File: config.mk
export PLATFORM = sky130hd
export DESIGN_NAME = valid_ready_packer_flat
export DESIGN_NICKNAME = d
export VERILOG_FILES = /design/src/rtl/valid_ready_packer_if.sv /design/src/rtl/valid_ready_packer.sv /design/src/flat_wrapper.sv
export SDC_FILE = /design/constraint.sdc
export NUM_CORES = 1
export LEC_CHECK = 0
export ABC_AREA = 1
export BUFFER_PORTS_ARGS = -buffer_cell sky130_fd_sc_hd__buf_2
export CORE_ASPECT_RATIO = 1.1
export CORE_MARGIN = 3
export CORE_UTILIZATION = 50
export DETAILED_ROUTE_END_ITERATION = 6
export PLACE_DENSITY_LB_ADDON = 0.25
export SLEW_MARGIN = 20
export SYNTH_ARGS = -nofsm -noshare
export SYNTH_HDL_FRONTEND = slang
export SYNTH_SLANG_ARGS = --single-unit
export TNS_END_PERCENT = 10
File: constraint.sdc
create_clock -name clk -period 1.2 [get_ports clk]
set_input_delay 0.12 -clock clk [delete_from_list [all_inputs] [get_ports clk]]
set_output_delay 0.12 -clock clk [all_outputs]
set_load 0.03 [all_outputs]
File: src/rtl/valid_ready_packer_if.sv
// Stream bundle around the packer: narrow beats in, wide words out.
// No latency of its own; it only carries signals.
// ready_up / ready_down carry the backpressure in each direction.
interface valid_ready_packer_if #(
  parameter int width = 4,
  parameter int ratio = 4
);
  // Narrow upstream side
  logic [width-1:0]       data_up;
  logic                   valid_up;
  logic                   last_up;
  logic                   ready_up;

  // Wide downstream side
  logic                   valid_down;
  logic [width*ratio-1:0] data_down;
  logic [ratio-1:0]       keep_down;
  logic                   last_down;
  logic                   ready_down;

  // Traffic side: it sources narrow beats and sinks wide words.
  modport master (
    output data_up, valid_up, last_up, ready_down,
    input  ready_up, valid_down, data_down, keep_down, last_down
  );

  // Packer side.
  modport slave (
    input  data_up, valid_up, last_up, ready_down,
    output ready_up, valid_down, data_down, keep_down, last_down
  );
endinterface

File: src/rtl/valid_ready_packer.sv
// Packs ratio narrow beats into one wide word; last_up flushes a partial word with keep bits.
// Latency: 1 cycle from the completing beat to valid_down.
// Backpressure: a held word with ready_down low drops ready_up in the same cycle, with no skid.
module valid_ready_packer #(
  parameter int width = 4,
  parameter int ratio = 4
) (
  input logic                 clk,
  input logic                 rst,
  valid_ready_packer_if.slave bus
);

  localparam int CW = $clog2(ratio);
  localparam int DW = width * ratio;
  localparam logic [CW-1:0] LAST_LANE = CW'(ratio - 1);

  // Lane accumulator
  logic [CW-1:0]    cnt_q, cnt_d;
  logic [DW-1:0]    acc_dat_q, acc_dat_d;
  logic [ratio-1:0] acc_keep_q, acc_keep_d;

  // Output register
  logic             valid_q, valid_d;
  logic [DW-1:0]    dat_q, dat_d;
  logic [ratio-1:0] keep_q, keep_d;
  logic             last_q, last_d;

  // Handshake terms
  logic             ready_up;
  logic             acc;
  logic             complete;

  // Accumulator contents with the current beat merged in
  logic [DW-1:0]    img_dat;
  logic [ratio-1:0] img_keep;

  // ready_up depends only on registered state, ready_down and reset.
  // It never depends on valid_up, so it cannot form a combinational loop upstream.
  assign ready_up = rst && (!valid_q || bus.ready_down);
  assign acc      = bus.valid_up && ready_up;
  assign complete = acc && ((cnt_q == LAST_LANE) || bus.last_up);

  // Merge the incoming beat into lane cnt of the current accumulator contents.
  always_comb begin
    img_dat  = acc_dat_q;
    img_keep = acc_keep_q;
    for (int i = 0; i < ratio; i++) begin
      if (cnt_q == CW'(i)) begin
        img_dat[i*width +: width] = bus.data_up;
        img_keep[i]               = 1'b1;
      end
    end
  end

  // Accumulator next state: advance on a partial beat, empty on completion.
  always_comb begin
    cnt_d      = cnt_q;
    acc_dat_d  = acc_dat_q;
    acc_keep_d = acc_keep_q;
    if (complete) begin
      cnt_d      = '0;
      acc_dat_d  = '0;
      acc_keep_d = '0;
    end else if (acc) begin
      cnt_d      = cnt_q + CW'(1);
      acc_dat_d  = img_dat;
      acc_keep_d = img_keep;
    end
  end

  // Output next state: a completion loads a new word, even while the old
  // one drains, so words can go out back to back. A drain with no
  // completion only drops valid. Data, keep and last keep their values.
  always_comb begin
    valid_d = valid_q;
    dat_d   = dat_q;
    keep_d  = keep_q;
    last_d  = last_q;
    if (complete) begin
      valid_d = 1'b1;
      dat_d   = img_dat;
      keep_d  = img_keep;
      last_d  = bus.last_up;
    end else if (valid_q && bus.ready_down) begin
      valid_d = 1'b0;
    end
  end

  // State registers. Reset discards any partial word.
  always_ff @(posedge clk or negedge rst) begin
    if (!rst) begin
      cnt_q      <= '0;
      acc_dat_q  <= '0;
      acc_keep_q <= '0;
      valid_q    <= 1'b0;
      dat_q      <= '0;
      keep_q     <= '0;
      last_q     <= 1'b0;
    end else begin
      cnt_q      <= cnt_d;
      acc_dat_q  <= acc_dat_d;
      acc_keep_q <= acc_keep_d;
      valid_q    <= valid_d;
      dat_q      <= dat_d;
      keep_q     <= keep_d;
      last_q     <= last_d;
    end
  end

  assign bus.ready_up   = ready_up;
  assign bus.valid_down = valid_q;
  assign bus.data_down  = dat_q;
  assign bus.keep_down  = keep_q;
  assign bus.last_down  = last_q;

endmodule

File: src/flat_wrapper.sv
// flat-port wrapper written by rule: the top's interface ports become plain ports
module valid_ready_packer_flat 
#(
  parameter int width = 4,
  parameter int ratio = 4
)
  (clk, rst, bus_data_up, bus_valid_up, bus_last_up, bus_ready_down, bus_ready_up, bus_valid_down, bus_data_down, bus_keep_down, bus_last_down);
  valid_ready_packer_if #(.width(width), .ratio(ratio)) bus_i ();
  input logic clk;
  input logic rst;
  input wire logic [$bits(bus_i.data_up)-1:0] bus_data_up;
  input wire logic [$bits(bus_i.valid_up)-1:0] bus_valid_up;
  input wire logic [$bits(bus_i.last_up)-1:0] bus_last_up;
  input wire logic [$bits(bus_i.ready_down)-1:0] bus_ready_down;
  output wire logic [$bits(bus_i.ready_up)-1:0] bus_ready_up;
  output wire logic [$bits(bus_i.valid_down)-1:0] bus_valid_down;
  output wire logic [$bits(bus_i.data_down)-1:0] bus_data_down;
  output wire logic [$bits(bus_i.keep_down)-1:0] bus_keep_down;
  output wire logic [$bits(bus_i.last_down)-1:0] bus_last_down;
  assign bus_i.data_up = bus_data_up;
  assign bus_i.valid_up = bus_valid_up;
  assign bus_i.last_up = bus_last_up;
  assign bus_i.ready_down = bus_ready_down;
  assign bus_ready_up = bus_i.ready_up;
  assign bus_valid_down = bus_i.valid_down;
  assign bus_data_down = bus_i.data_down;
  assign bus_keep_down = bus_i.keep_down;
  assign bus_last_down = bus_i.last_down;
  valid_ready_packer #(.width(width), .ratio(ratio)) u_core (.clk(clk), .rst(rst), .bus(bus_i));
endmodule
==> reports/results.ini, run 1 <==
[grt]
antenna_found_initial = 0
grt_pass1_vias = 1779
grtUsageTotal_pct = 21.4
grt-ovfl-total = 0
grt_max_degree = 19
grt_pass1_wl_mm = 8.69

[logic_synthesis]
ys_types = 19
synth.largest_area_cell = dfrtp_1
synthArstFlopShare_pct = 100
syn-cell-area_um2 = 2200
synthTopCellsByArea = dfrtp_1 (50%), nand2_1 (26%), inv_1 (6.2%)
ys_top_cells_by_count = nand2_1 (150), dfrtp_1 (44), inv_1 (36)
synth_nets = 301
syn_area_per_cell_um2 = 7.63
synth_ff_type = dfrtp_1
synth_warnings = 0
yosysSeqAreaShare_pct = 50.1
ys_ff_latch = 44
syn-instance-count = 288
synth_top_area_share_pct = 50.1
synth-edff-count = 0
synth.most_common_cell = nand2_1

[finish]
multi_input_area_um2 = 996
fin_area_um2 = 2830
fin_util_pct = 69.2
fill_cells = 333
seq_area_um2 = 1100
drive_gt1_share_pct = 32.0
diodes = 0
nets = 353
area_delta_synth_final_pct = 28.7

[cts]
htreeDepth = 2
cts_buffers = 5
clk_latency_ns = 0.30
cts_buffer_depth = 2
cts_tree = yes
path_clk_slew_ns = 0.08
cts_root_buf = clkbuf_8
cts_sinks = 44

[setup_path]
slowest_stage = dfrtp_1
cp-end-kind = register
critPathKind = register to register
critPathMaxFanout = 6
rr_startpoint = u_core.cnt_q[0]$_DFFE_PN0P_
cp-startpoint = u_core.cnt_q[0]$_DFFE_PN0P_
cp-endpoint = u_core.bus.keep_down[0]$_DFFE_PN0P_
crit_arrival_ns = 1.52
start_kind = register
cp_cell_sequence = ha_2 > inv_2 > nand2_4 > nand4_4 > clkbuf_16 > nand2_1 > nand2_1
crit_top_cell = nand2_1
reg2reg_depth = 7
rrSetupSlack_ns = -0.13
required_ns = 1.39
r2r-end = u_core.bus.keep_down[0]$_DFFE_PN0P_
critPathMaxStageDelay_ns = 0.40

[placed_design]
hpwl_mm = 3.49
port_buffers = 31
dpl_cell_area_um2 = 2470
gp_congestion = 0.853
pre_cts_slack_ns = -0.174

[route]
drt_wl_total_mm = 5.22
wl_per_cell_um = 13.3
ant_nets = 0
vias = 1947
drc_errors = 0
drtIter0Drc = 168
drtPass1Iterations = 4
avgViaCountPerCell = 4.95

[sta]
rsz0062_at_grt = yes
hold_slack_ns = 0.102
layout_setup_ws_ns = -0.126
period_minus_slack_ns = 1.33
slew_headroom_pct = 79.2
finalMaxSlewViolations = 0
min_period_over_period_pct = 111
tightest_slew_ns = 0.311
fmax_mhz = 754
clock_skew_ns = 0.00564
setup_viol = 40
hold_violations = 0

[floorplanning]
io_pins = 32
core_um2 = 4080
die_area_um2 = 5230
rows = 24
start_util_pct = 53.8
die_width_um = 69.2
die_h_um = 75.5

[pwr]
power_per_cell_area_nw_per_um2 = 1800
power.leakage_nw = 1.63
vdd_drop_max_uv = 854

[run_status]
status = complete, but fails checks
violations = setup timing

[job]
maxCapViolCount = 0

[worst_hold_path]
worst_hold_path_type = input port to register

[final cells by class]
cell class	instances	share of cell area, %
clock buffers	6	2.57
clock inverters	2	1.24
flip-flops and latches	44	39.0
well taps	52	2.30
repair buffers	56	13.9
inverters	40	5.75
multi-input cells	193	35.2
[layer usage]
layer  vias to the layer above  wire (µm)  share of wire (%)  global-route usage, %
met4                         0         52                1.0                   6.94
met1                       905       2330                 45                   29.4
met5                         -          0                  0                      0
met2                        55       2540                 49                   34.2
met3                         7        300                5.7                   4.75
li1                        980          -                  -                      -
[cell usage in the layout, fill, tap and decap left out]
cell type,n
a21oi_4,1
buf_12,1
buf_2,31
buf_4,17
buf_6,5
bufinv_16,1
clkbuf_1,1
clkbuf_16,1
clkbuf_8,5
clkinv_2,1
dfrtp_1,43
dfrtp_2,1
dlygate4sd3_1,1
ha_2,1
ha_4,3
inv_1,32
inv_2,5
inv_4,1
inv_6,2
nand2_1,125
nand2_2,25
nand2_4,2
nand3_1,5
nand3_4,1
nand4_1,19
nand4_4,1
nor2_1,5
nor2_4,1
o21ai_0,1
or2_2,1
or2_4,2
[cells by family after synthesis]
group	after synthesis	share of synthesized area, %
AND/OR/NAND/NOR	187	36.6
buffers and inverters	51	10.6
flip-flops	44	50.1
adder cells (fa/ha/maj)	4	2.28
AO/OA/AOI/OAI	2	0.455
[report_power, final]
group / leakage, nW / internal, W / switching [W]
combinational: 1.02 / 0.000703 / 0.00127
sequential: 0.555 / 0.00181 / 0.000203
clock: 0.0552 / 0.000618 / 0.000496
total: 1.63 / 0.00313 / 0.00197
[how the worst min path moves through the flow]
| stage | to | cells past startpoint | slack [ns] | start |
|---|---|---|---|---|
| after floorplan | u_core.acc_dat_q[0]$_DFFE_PN0P_ | 0 | -0.18 | rst |
| after global placement | u_core.bus.keep_down[1]$_DFFE_PN0P_ | 2 | 0.16 | rst |
| after detailed placement | u_core.bus.keep_down[1]$_DFFE_PN0P_ | 2 | 0.16 | rst |
| after CTS | u_core.bus.last_down$_DFFE_PN0P_ | 3 | 0.09 | bus_last_up |
| after global routing | u_core.bus.last_down$_DFFE_PN0P_ | 3 | 0.11 | bus_last_up |
| final | u_core.bus.last_down$_DFFE_PN0P_ | 3 | 0.10 | bus_last_up |
[stage by stage]
stage          cells  setup TNS [ns]  power [W]
6_report         393           -3.19    0.00510
5_1_grt          393           -7.24    0.00543
3_3_place_gp     375           -2.78    0.00367
3_5_place_dp     375           -3.62    0.00370
4_1_cts          391           -3.29    0.00501
2_1_floorplan    288           -1.29    0.00318
[flip-flops by register name, indices dropped and copies added, names as in the netlist]
name,flops
u_core.acc_dat_q,16
u_core.acc_keep_q,4
u_core.bus.data_down,16
u_core.bus.keep_down,4
u_core.bus.last_down,1
u_core.bus.valid_down,1
u_core.cnt_q,2
[worst max-delay path: cells and delay by family (launching register included)]
kind / cells / cell delay (ns)
buffers and inverters: 2 / 0.25
adders and majority gates: 1 / 0.21
and+or+nand+nor: 4 / 0.35
DFF: 1 / 0.40
[what timing repair did]
| action | in CTS | in global routing |
|---|---|---|
| hold endpoints to repair | 44 | 0 |
| gates cloned | 2 | 1 |
| hold buffers | 1 | 0 |
| pin swaps | 10 | 10 |
| setup buffers | 6 | 1 |
| setup endpoints to repair | 45 | 45 |
| gates resized for setup | 27 | 25 |
No activity file was read; power rests on OpenSTA's default activity.
==> inputs of run 2 (changes only) <==
==> constraint.sdc (replaced) <==
create_clock -name clk -period 1.3 [get_ports clk]
set_input_delay 0.13 -clock clk [delete_from_list [all_inputs] [get_ports clk]]
set_output_delay 0.13 -clock clk [all_outputs]
set_load 0.03 [all_outputs]
==> run 2 against run 1 <==
Worst hold slack worse by 0.13 ns. Critical path depth is 4 lower. Critical endpoint is now bus_ready_up. Clock skew is 0.0060 ns higher. Final cell count shrank 1.5%. The run ends with hold timing, setup timing left.
==> reports/results.ini, run 2 (synthesis results as in run 1) <==
[finish]
area_delta_synth_final_pct = 22.6
fin_util_pct = 66.0  ; -3.3 points
nets = 347  ; -1.7%
final_common_cell = nand2_1
diodes = 0  ; unchanged
fin_area_um2 = 2690  ; -4.7%
layout_common_cells = nand2_1 (144), dfrtp_1 (42), inv_1 (31)
drive_gt1_share_pct = 25.4  ; -6.6 points

[sta]
finalMaxSlewViolations = 0  ; unchanged
period_minus_slack_ns = 1.31
fmax_mhz = 762
rsz0062_at_grt = yes
slew_headroom_pct = 79.6  ; +0.38 points
min_period_over_period_pct = 101
setup_viol = 1  ; -98%
hold_slack_ns = -0.0299  ; -0.131 ns
hold_violations = 31  ; +31
layout_setup_ws_ns = -0.0123  ; +0.114 ns
clock_skew_ns = 0.0116  ; +0.00601 ns
tightest_slew_ns = 0.305  ; -0.00562 ns

[setup_path]
crit_family = flip-flops
required_ns = 1.17  ; -0.22 ns
rrSetupSlack_ns = 0  ; +0.13 ns
cp-end-kind = primary output
crit_arrival_ns = 1.18  ; -0.34 ns
critPathKind = register to primary output
critPathMaxStageDelay_ns = 0.41  ; about the same
worst-path-buf-inv = 2  ; unchanged
critPathMaxFanout = 10  ; +4
reg2reg_depth = 8  ; +1
start_kind = register
cp_cell_sequence = a21oi_2 > buf_6 > buf_6
rr_startpoint = u_core.cnt_q[0]$_DFFE_PN0P_
crit_top_cell = buf_6
slowest_stage = dfrtp_1
r2r-end = u_core.acc_dat_q[6]$_DFFE_PN0P_

[floorplanning]
rows = 24  ; unchanged
io_pins = 32  ; unchanged
die_h_um = 75.5  ; unchanged
core_um2 = 4080  ; unchanged
die_area_um2 = 5230  ; unchanged
die_width_um = 69.2  ; unchanged
start_util_pct = 53.8  ; unchanged

[worst_hold_path]
worst_hold_path_type = input port to async pin

[cts]
cts_buffers = 5  ; unchanged
cts_sinks = 44  ; unchanged
htreeDepth = 2  ; unchanged
cts_tree = yes
cts_root_buf = clkbuf_8
cts_buffer_depth = 2  ; unchanged
path_clk_slew_ns = 0.09  ; about the same
clk_latency_ns = 0.30  ; about the same

[grt]
grtUsageTotal_pct = 19.9  ; -1.5 points
grt_pass1_vias = 1688  ; -5.1%
use_met1_pct = 28.7  ; -0.72 points
grt_util_met3_pct = 3.83  ; -0.92 points
antenna_found_initial = 0  ; unchanged
grt-ovfl-total = 0  ; unchanged
grt_pass1_wl_mm = 8.22  ; -5.4%
gr-usage-met2_pct = 30.9  ; -3.3 points
busiest_layer = met2
grt_max_degree = 23  ; +4

[pwr]
power.leakage_nw = 1.58  ; -2.8%
vdd_drop_max_uv = 832  ; -2.5%
power_per_cell_area_nw_per_um2 = 1680  ; -6.6%

[route]
drt_wl_total_mm = 4.93  ; -5.6%
drc_errors = 0  ; unchanged
vias = 1923  ; -1.2%
ant_nets = 0  ; unchanged
drtPass1Iterations = 5  ; +1
avgViaCountPerCell = 4.97  ; +0.30%
wl_per_cell_um = 12.7  ; -4.2%
drtIter0Drc = 122  ; -27%

[placed_design]
dpl_cell_area_um2 = 2460  ; about the same
hpwl_mm = 3.44  ; -1.3%
gp_congestion = 0.840  ; -1.5%
port_buffers = 31  ; unchanged

[job]
maxCapViolCount = 0  ; unchanged

[run_status]
status = complete, but fails checks
violations = hold timing, setup timing

run 2: how the worst max path moves through the flow:
stage          slack (ns)                               from                         endpoint  cells after the start
2_1_floorplan        0.02  u_core.bus.valid_down$_DFFE_PN0P_  u_core.acc_dat_q[1]$_DFFE_PN0P_                      7
3_3_place_gp        -0.01        u_core.cnt_q[1]$_DFFE_PN0P_  u_core.acc_dat_q[7]$_DFFE_PN0P_                      9
3_5_place_dp        -0.04        u_core.cnt_q[0]$_DFFE_PN0P_  u_core.acc_dat_q[2]$_DFFE_PN0P_                      9
4_1_cts             -0.05        u_core.cnt_q[1]$_DFFE_PN0P_  u_core.acc_dat_q[6]$_DFFE_PN0P_                      9
5_1_grt             -0.07        u_core.cnt_q[1]$_DFFE_PN0P_  u_core.acc_dat_q[6]$_DFFE_PN0P_                      9
6_report            -0.01  u_core.bus.valid_down$_DFFE_PN0P_                     bus_ready_up                      3
run 2: repair_timing:
action / CTS / global route
resized for setup: 4 / 24
pin swaps: 1 / 2
hold endpoints to repair: 23 / 0
buffers inserted: 1 / 0
hold buffers: 3 / 0
gates cloned: 1 / 0
setup endpoints to repair: 21 / 55
run 2: per-stage QoR:
step	TNS [ns]	instances	hold slack (ns)	worst slack [ns]	total power, W
floorplan	0	288	-0.166	0.0215	0.00293
global placement	-0.0262	375	0.210	-0.0124	0.00337
detailed placement	-0.299	375	0.210	-0.0360	0.00340
CTS	-0.668	388	0.00343	-0.0546	0.00444
global route	-0.901	387	0.0173	-0.0742	0.00480
finish	-0.0123	387	-0.0299	-0.0123	0.00454
run 2: area by class of cell:
class                   count  area (µm²)
multi-input cells         193         935
fillers                   347        1390
clock buffers               6        72.6
inverters                  40         158
flip-flops and latches     44        1100
repair buffers             50         325
well taps                  52        65.1
clock inverters             2        35.0
run 2: layer usage:
metal	vias up	wire length [µm]	part of all wire, %
li1	962	-	-
met1	908	2410	49
met2	48	2220	45
met3	5	246	5.0
met4	0	54	1.1
met5	-	0	0
run 2: worst reg2reg max path, cell delays in order (launching register included):
cell and delay, ns:
dfrtp_2 0.48, ha_4 0.19, inv_2 0.07, nand2_4 0.07, inv_4 0.18, nand2_1 0.08, nand2_1 0.08, nand2_1 0.05
inv_1 0.05
run 2: where the power goes:
group | total, W | switching [W] | internal [W]
Combinational | 0.00166 | 0.00110 | 0.000552
Clock | 0.00102 | 0.000453 | 0.000570
Sequential | 0.00186 | 0.000181 | 0.00167
Total | 0.00454 | 0.00174 | 0.00280
==> inputs of run 3 (changes only) <==
--- a/config.mk
+++ b/config.mk
@@ -7,11 +7,14 @@
 export LEC_CHECK = 0
 export ABC_AREA = 1
 export BUFFER_PORTS_ARGS = -buffer_cell sky130_fd_sc_hd__buf_2
+export CAP_MARGIN = 20
 export CORE_ASPECT_RATIO = 1.1
 export CORE_MARGIN = 3
 export CORE_UTILIZATION = 50
 export DETAILED_ROUTE_END_ITERATION = 6
+export MAX_ROUTING_LAYER = met4
 export PLACE_DENSITY_LB_ADDON = 0.25
+export SKIP_CTS_REPAIR_TIMING = 1
 export SLEW_MARGIN = 20
 export SYNTH_ARGS = -nofsm -noshare
 export SYNTH_HDL_FRONTEND = slang
==> run 3 against run 2 <==
The flow still finishes with violations (hold timing, setup timing). Clock power is essentially flat. Clock-buffer cell count is the same. Setup slack gained 0.0095 ns. Final cell count grew 0.52%. Total power grew 1.0%. Die area is the same. Critical path type is now register to register.
==> reports/results.ini, run 3 (synthesis results as in run 1) <==
[run_status]
status = complete, but fails checks
violations = hold timing, setup timing

[placed_design]
dpl_cell_area_um2 = 2460  ; unchanged
dp_cells = 375  ; unchanged
hpwl_mm = 3.44  ; unchanged
gp_congestion = 0.852  ; +1.5%
port_buffers = 31  ; unchanged

[route]
drtPass1Iterations = 5  ; unchanged
drt_wl_total_mm = 5.03  ; +2.1%
drc_errors = 0  ; unchanged
wl_per_cell_um = 12.9  ; +1.5%
wl_met2_mm = 2.25  ; +1.3%
met1_length_mm = 2.50  ; +3.9%
avgViaCountPerCell = 4.98  ; +0.16%
ant_nets = 0  ; unchanged
drtIter0Drc = 143  ; +17%
vias = 1936  ; +0.68%
met3_length_um = 226  ; -8.1%
top_layer_used = met4

[finish]
nets = 349  ; +0.58%
diodes = 0  ; unchanged
layout_common_cells = nand2_1 (139), dfrtp_1 (42), inv_1 (31), buf_2 (31), nand4_1 (19)
seq_area_um2 = 1100  ; unchanged
area_delta_synth_final_pct = 24.0
final_cells = 389  ; +0.52%
fin_area_um2 = 2730  ; +1.2%
drive_gt1_share_pct = 27.3  ; +1.9 points
fill_cells = 350  ; +0.86%
final_common_cell = nand2_1
multi_input_area_um2 = 945  ; +1.1%

[grt]
grt-ovfl-total = 0  ; unchanged
grt_max_degree = 23  ; unchanged
antenna_found_initial = 0  ; unchanged
grt_pass1_vias = 1634  ; -3.2%
grtUsageTotal_pct = 19.6  ; -0.25 points
grt_pass1_wl_mm = 7.88  ; -4.2%

[floorplanning]
die_width_um = 69.2  ; unchanged
io_pins = 32  ; unchanged
rows = 24  ; unchanged
die_area_um2 = 5230  ; unchanged
core_um2 = 4080  ; unchanged
die_h_um = 75.5  ; unchanged
start_util_pct = 53.8  ; unchanged

[sta]
finalSetupTns_ns = -0.00467  ; +0.00765 ns
hold_violations = 27  ; -13%
finalMaxSlewViolations = 0  ; unchanged
fmax_mhz = 768  ; +0.73%
layout_setup_ws_ns = -0.00281  ; +0.00952 ns
tightest_slew_ns = 0.323  ; +0.0171 ns
min_period_over_period_pct = 100  ; -0.73 points
setup_viol = 2  ; +1
hold_slack_ns = -0.0242  ; +0.00572 ns
slew_headroom_pct = 78.5  ; -1.1 points
rsz0062_at_grt = yes
period_minus_slack_ns = 1.30  ; -0.00952 ns
clock_skew_ns = 0.0137  ; +0.00202 ns

[cts]
clk_latency_ns = 0.30  ; about the same
htreeDepth = 2  ; unchanged
path_clk_slew_ns = 0.09  ; about the same
cts_buffer_depth = 2  ; unchanged
cts_root_buf = clkbuf_8
cts_tree = yes
cts_buffers = 5  ; unchanged
cts_sinks = 44  ; unchanged

[pwr]
p_clk_share_pct = 22.5  ; about the same
sw_frac_of_total_pct = 38.7  ; +0.35 points
total_power_w = 0.00458  ; +1.0%
pwr-share-comb_pct = 37.0  ; +0.5 points
p_int_w = 0.00281  ; +0.45%
power.leakage_nw = 1.60  ; +0.71%
p_switching_w = 0.00177  ; +1.9%
power_per_cell_area_nw_per_um2 = 1680  ; -0.14%
p_seq_share_pct = 40.5  ; -0.4 points
vdd_drop_max_uv = 818  ; -1.7%

[setup_path]
crit_arrival_ns = 1.50  ; +0.32 ns
critPathKind = register to register
required_ns = 1.49  ; +0.32 ns
critPathMaxFanout = 5  ; -5
cp-end-kind = register
slowest_stage = dfrtp_2
critPathMaxStageDelay_ns = 0.47  ; +0.06 ns
start_kind = register
cp_cell_sequence = inv_4 > ha_4 > or2_2 > nand4_1 > nand2_1

[job]
maxCapViolCount = 0  ; unchanged

[worst_hold_path]
worst_hold_path_type = input port to async pin

-- run 3: final cells by class --
| class | count | area share, % |
|---|---|---|
| Clock buffer | 6 | 2.66 |
| Timing Repair Buffer | 52 | 12.5 |
| Tap cell | 52 | 2.39 |
| Clock inverter | 2 | 1.29 |
| Sequential cell | 44 | 40.5 |
| Multi-Input combinational cell | 193 | 34.7 |
| Inverter | 40 | 5.97 |
-- run 3: final timing paths --
path,start,endpoint,slack (ns),cells after the start
max,u_core.cnt_q[0]$_DFFE_PN0P_,u_core.bus.keep_down[2]$_DFFE_PN0P_,-0.003,5
max reg2reg,u_core.cnt_q[0]$_DFFE_PN0P_,u_core.bus.keep_down[2]$_DFFE_PN0P_,-0.003,5
min reg2reg,u_core.bus.data_down[4]$_DFFE_PN0P_,u_core.bus.data_down[4]$_DFFE_PN0P_,0.47,2
min in group clk,bus_last_up,u_core.bus.last_down$_DFFE_PN0P_,0.09,3
min,rst,u_core.bus.keep_down[0]$_DFFE_PN0P_,-0.02,2
max in group asynchronous,rst,u_core.acc_dat_q[14]$_DFFE_PN0P_,0.66,3
-- run 3: power groups by stage --
stage | clock network (W) | registers (W) | logic (W)
after floorplan | 0 | 0.00223 | 0.000704
after global placement | 0 | 0.00184 | 0.00152
after detailed placement | 0 | 0.00185 | 0.00155
after CTS | 0.00104 | 0.00183 | 0.00155
after global routing | 0.00109 | 0.00190 | 0.00185
final | 0.00103 | 0.00186 | 0.00169
-- run 3: critical path, delay by kind of cell (launching register included) --
family	cells	cell delay, ns
DFF	1	0.47
buffers and inverters	1	0.08
and+or+nand+nor	3	0.46
adders and majority gates	1	0.18
-- run 3: per-layer routing --
layer  GRT usage, %  vias to the layer above
li1               -                      969
met1           27.8                      916
met2           28.8                       46
met3           3.83                        5
met4           5.86                        0
met5              -                        -
-- run 3: stage by stage --
step	setup slack, ns	utilization [%]
floorplan	0.0215	-
global route	-0.0600	66.7
finish	-0.00281	66.7
global placement	-0.0124	60.4
CTS	-0.178	63.0
detailed placement	-0.0360	60.4
